--- config.mk ---
export PLATFORM = sky130hd
export DESIGN_NAME = mem_arbiter
export DESIGN_NICKNAME = d
export VERILOG_FILES = /design/src/rtl/mem_arbiter_pkg.sv /design/src/rtl/mem_arb_pick.sv /design/src/rtl/mem_arbiter.sv
export SDC_FILE = /design/constraint.sdc
export NUM_CORES = 1
export LEC_CHECK = 0
export ABC_AREA = 0
export BUFFER_PORTS_ARGS = -buffer_cell sky130_fd_sc_hd__buf_2
export CORE_AREA = 2 2 299 301
export CTS_BUF_LIST = sky130_fd_sc_hd__clkbuf_8 sky130_fd_sc_hd__clkbuf_16
export CTS_CLUSTER_DIAMETER = 30
export DETAILED_ROUTE_END_ITERATION = 10
export DIE_AREA = 0 0 301 303
export HOLD_SLACK_MARGIN = 0.08
export PLACE_DENSITY_LB_ADDON = 0.08
export SYNTH_ARGS = -nofsm -noshare
export SYNTH_HDL_FRONTEND = slang
export SYNTH_SLANG_ARGS = --single-unit
--- constraint.sdc ---
create_clock -name clk -period 4 [get_ports clk]
set_input_delay 0.2 -clock clk [delete_from_list [all_inputs] [get_ports clk]]
set_output_delay 0.2 -clock clk [all_outputs]
set_load 0.02 [all_outputs]
--- src/rtl/mem_arbiter_pkg.sv ---
// mem_arbiter_pkg: shared state, owner and width constants for the memory arbiter.
package mem_arbiter_pkg;

    localparam int ADDR_W_DEF = 28;
    localparam int DATA_W_DEF = 128;

    typedef enum logic [1:0] {
        S_IDLE  = 2'd0,
        S_CMD   = 2'd1,
        S_WDATA = 2'd2,
        S_RWAIT = 2'd3
    } state_e;

    localparam logic OWN_IC = 1'b0;
    localparam logic OWN_DC = 1'b1;

endpackage

--- src/rtl/mem_arb_pick.sv ---
// mem_arb_pick: combinational icache/dcache arbitration; grant_o carries the owner code.
// Round-robin when MEM_ARB_RR_EN is defined, otherwise fixed dcache priority.
module mem_arb_pick
    import mem_arbiter_pkg::*;
(
    input  logic ic_valid_i,
    input  logic dc_valid_i,
    input  logic last_i,
    output logic grant_o
);

`ifdef MEM_ARB_RR_EN
    always_comb grant_o = (ic_valid_i && dc_valid_i) ? !last_i : (dc_valid_i ? OWN_DC : OWN_IC);
`else
    logic unused_last;
    assign unused_last = last_i;
    always_comb grant_o = dc_valid_i ? OWN_DC : OWN_IC;
    // ic_valid_i only matters when dc is idle, which the caller's valid qualification covers
    logic unused_ic;
    assign unused_ic = ic_valid_i;
`endif

endmodule

--- src/rtl/mem_arbiter.sv ---
// mem_arbiter: single-outstanding arbiter between icache refills and dcache reads/writes.
// Grant policy selected by MEM_ARB_RR_EN (round-robin) vs. default fixed dcache priority.
module mem_arbiter
    import mem_arbiter_pkg::*;
#(
    parameter int ADDR_W = ADDR_W_DEF,
    parameter int DATA_W = DATA_W_DEF
) (
    input  logic                clk,
    input  logic                reset,
    input  logic                ic_req_valid,
    output logic                ic_req_ready,
    input  logic [ADDR_W-1:0]   ic_req_addr,
    output logic                ic_resp_valid,
    output logic [DATA_W-1:0]   ic_resp_data,
    input  logic                dc_req_valid,
    output logic                dc_req_ready,
    input  logic                dc_req_rw,
    input  logic [ADDR_W-1:0]   dc_req_addr,
    input  logic [DATA_W-1:0]   dc_req_data,
    input  logic [DATA_W/8-1:0] dc_req_mask,
    output logic                dc_resp_valid,
    output logic [DATA_W-1:0]   dc_resp_data,
    output logic                dc_wr_done,
    output logic                mem_req_valid,
    input  logic                mem_req_ready,
    output logic                mem_req_rw,
    output logic [ADDR_W-1:0]   mem_req_addr,
    output logic                mem_data_valid,
    input  logic                mem_data_ready,
    output logic [DATA_W-1:0]   mem_data_bits,
    output logic [DATA_W/8-1:0] mem_data_mask,
    input  logic                mem_resp_valid,
    input  logic [DATA_W-1:0]   mem_resp_data
);

    localparam int MASK_W = DATA_W / 8;

    state_e              state_q, state_d;
    logic                own_q, own_d;
    logic                rw_q, rw_d;
    logic                last_q, last_d;
    logic [ADDR_W-1:0]   addr_q, addr_d;
    logic [DATA_W-1:0]   data_q, data_d;
    logic [MASK_W-1:0]   mask_q, mask_d;
    logic                grant, idle, ic_gnt, dc_gnt, rd_hit;

    mem_arb_pick u_pick (
        .ic_valid_i (ic_req_valid),
        .dc_valid_i (dc_req_valid),
        .last_i     (last_q),
        .grant_o    (grant)
    );

    assign idle   = state_q == S_IDLE;
    assign ic_gnt = idle && ic_req_valid && grant == OWN_IC;
    assign dc_gnt = idle && dc_req_valid && grant == OWN_DC;
    assign rd_hit = state_q == S_RWAIT && mem_resp_valid;

    always_comb begin
        state_d = state_q;
        own_d   = own_q;
        rw_d    = rw_q;
        last_d  = last_q;
        addr_d  = addr_q;
        data_d  = data_q;
        mask_d  = mask_q;
        case (state_q)
            S_IDLE: if (ic_gnt || dc_gnt) begin
                state_d = S_CMD;
                own_d   = dc_gnt ? OWN_DC : OWN_IC;
                last_d  = dc_gnt ? OWN_DC : OWN_IC;
                // icache refills are always reads with an empty mask
                rw_d    = dc_gnt && dc_req_rw;
                addr_d  = dc_gnt ? dc_req_addr : ic_req_addr;
                data_d  = dc_gnt ? dc_req_data : '0;
                mask_d  = dc_gnt ? dc_req_mask : '0;
            end
            S_CMD:   if (mem_req_ready) state_d = rw_q ? S_WDATA : S_RWAIT;
            S_WDATA: if (mem_data_ready) state_d = S_IDLE;
            S_RWAIT: if (mem_resp_valid) state_d = S_IDLE;
            default: state_d = S_IDLE;
        endcase
    end

    always_ff @(posedge clk) begin
        if (reset) begin
            state_q <= S_IDLE;
            own_q   <= OWN_IC;
            rw_q    <= 1'b0;
            last_q  <= OWN_IC;
            addr_q  <= '0;
            data_q  <= '0;
            mask_q  <= '0;
        end else begin
            state_q <= state_d;
            own_q   <= own_d;
            rw_q    <= rw_d;
            last_q  <= last_d;
            addr_q  <= addr_d;
            data_q  <= data_d;
            mask_q  <= mask_d;
        end
    end

    assign ic_req_ready   = ic_gnt;
    assign dc_req_ready   = dc_gnt;
    assign mem_req_valid  = state_q == S_CMD;
    assign mem_req_rw     = rw_q;
    assign mem_req_addr   = addr_q;
    assign mem_data_valid = state_q == S_WDATA;
    assign mem_data_bits  = data_q;
    assign mem_data_mask  = mask_q;
    assign dc_wr_done     = mem_data_valid && mem_data_ready;
    assign ic_resp_valid  = rd_hit && own_q == OWN_IC;
    assign dc_resp_valid  = rd_hit && own_q == OWN_DC;
    assign ic_resp_data   = ic_resp_valid ? mem_resp_data : '0;
    assign dc_resp_data   = dc_resp_valid ? mem_resp_data : '0;

endmodule

==> impl_metrics.tcl <==
set metrics [dict create \
    fin_crit_sh 0.655 \
    yosysUniqueCellTypes 28 \
    worst_ep_arrival_time_ps 2420 \
    setup_slack_ps 1380 \
    drv_slew 0 \
    drive_above_1_share 0.419 \
    clockBufferDepth 2 \
    wl_per_cell_um 18.9 \
    synth-seq-cells 176 \
    initial_utilization 0.0961 \
    track_usage 0.124 \
    utilization 0.178 \
    final_cells 3134 \
    leakagePower_uw 0.00771 \
    syn_avg_cell_area_um2 7.80 \
    post_cts_buffers 0 \
    nets 2279 \
    antenna_found_initial 39 \
    setup_viol 0 \
    first_pass_iters 4 \
    irDropWorstVdd_mv 0.337 \
    worstHoldPathType "in -> reg" \
    grt_pass1_vias 11000 \
    antenna_left 0 \
    final_cell_mix "buf_2 (770), and2_1 (257), dfxtp_1 (176), a21oi_1 (175), dlygate4sd3_1 (169)" \
    area_growth_pct 85.6 \
    ys_seq_area_frac 0.417 \
    cp.required_ps 3800 \
    final_hold_viol_count 0 \
    cts_resized 0 \
    layout_commonest_cell "buf_2" \
    drtIter0Drc 493 \
    grt_start_max_net_pins 146 \
    dieArea_um2 91200 \
    cp-end-kind "output port" \
    final-seq-area_um2 3520 \
    hpwl_um 46000 \
    io_buffer_count 771 \
    fin_worst_skew_ps 8.58 \
    n_fill_cell 10200 \
    cts.sinks 176 \
    synth.net_count 1420 \
    cp_max_fo 129 \
    place_ws_ps 1850 \
    viasPerCell 3.49 \
    drt-total-wl_um 59200 \
    ios 772 \
    worst_pin_slew_ps 865 \
    grt_first_pass_wirelength_um 80400 \
    max_freq_ghz 0.381 \
    cts_hold_buf 169 \
    cts_tree "yes" \
    ys_warn_count 0 \
    synth_area_um2 8460 \
    cts_buffers 17 \
    status "completed" \
    power.density_nw_per_um2 307 \
    criticalPathCategory "reg -> out" \
    multiInputGateArea_um2 4410 \
    clkTransAtPathRegs_ps 70 \
    h-tree-depth 4 \
    dieWidth_um 301 \
    vias 10900 \
    dp.cells 2920 \
    critPathLaunchType "register" \
    setup-tns-final_ps 0 \
    overflow 0 \
    syn-instance-count 1084 \
    finalCriticalPeriod_ps 2620 \
    slew_headroom 0.423 \
    rows 109 \
    insertion_delay_ps 490 \
    core_area_um2 88000 \
    cap_violations 0 \
    drc 0 \
    die_h_um 303 \
    grt_setup_unrepaired "no" \
    place.gp.congestion 0.809 \
    root_buffer "clkbuf_16" \
]
==> layout make-up <==
cell class | instances | share of cell area
timing repair buffer | 949 | 0.364
multi-input combinational | 798 | 0.281
sequential | 176 | 0.224
tap | 1165 | 0.0929
clock buffer | 22 | 0.0315
clock inverter | 8 | 0.00367
antenna | 15 | 0.00239
inverter | 1 | 0.000239
==> registers in the layout (all words and copies together), names as in the netlist <==
register and cells:
mem_data_mask 16, own_q 1, mem_data_bits 128, state_q 2, mem_req_addr 28, mem_req_rw 1
==> cells in the mapped netlist <==
master	n	share of area
inv_1	1	0.00044
o21ai_0	137	0.081
nor2_2	1	0.00074
clkbuf_2	24	0.014
nand2b_1	1	0.00074
or2_2	1	0.00074
clkbuf_1	50	0.022
and4b_1	1	0.0012
nor2_1	5	0.0022
nor2_4	2	0.0027
a2111oi_0	1	0.0010
or2_1	1	0.00074
nor3b_2	1	0.0015
a21oi_1	175	0.10
or3b_2	1	0.0010
nor2b_1	2	0.0015
dfxtp_1	176	0.42
nand2_1	145	0.064
and2_1	257	0.19
mux2i_1	28	0.033
buf_4	20	0.018
a211oi_1	28	0.025
nor3_1	1	0.00059
o211a_1	1	0.0012
o21ai_1	8	0.0047
buf_2	13	0.0077
buf_6	2	0.0027
nand3_1	1	0.00059
==> power breakdown <==
part,internal [uW],leakage (uW),switching (uW)
clock network,871,0.000268,819
registers,1880,0.00144,62.8
logic,465,0.00600,718
total,3210,0.00771,1600
==> path summary, 6_finish.rpt <==
path,startpoint,end,slack (ps),cells past startpoint
worst max register to register,state_q[0],mem_data_bits[50],2000,4
worst max-delay path,state_q[0],dc_resp_data[95],1380,5
worst min-delay path,ic_req_addr[4],mem_req_addr[4],140,3
worst min register to register,mem_data_bits[16],mem_data_bits[16],470,2
==> per-stage QoR <==
step	power, uW	area (um^2)	hold slack, ps
after CTS	4980	15700	83.7
after global placement	3060	13400	442
final	4810	15700	137
after global routing	5120	15700	103
after detailed placement	3060	13400	446
after floorplan	2520	8460	336
==> logic make-up (layout without fill, tap and decap cells) <==
group	after synthesis	after routing	synth area share
and+or+nand+nor	420	420	0.269
buffers and inverters	110	980	0.0650
AOI/OAI and AO/OA	350	350	0.216
muxes	28	28	0.0331
DFF	176	176	0.417
other	0	15	0
==> routing by layer <==
metal | vias to the layer above | GRT usage | share of wire
met1 | 5050 | 0.123 | 0.36
met2 | 451 | 0.231 | 0.54
met3 | 83 | 0.0409 | 0.075
met5 | - | 0 | 0.00090
li1 | 5330 | - | -
met4 | 8 | 0.0571 | 0.031
==> worst max-delay path, stage by stage, from the launching register on <==
cell and delay [ps]:
dfxtp_1 620, nand3_1 300, nor2_4 170, buf_12 330, and2_1 210, buf_2 180
Power figures use the tool's default switching activity.
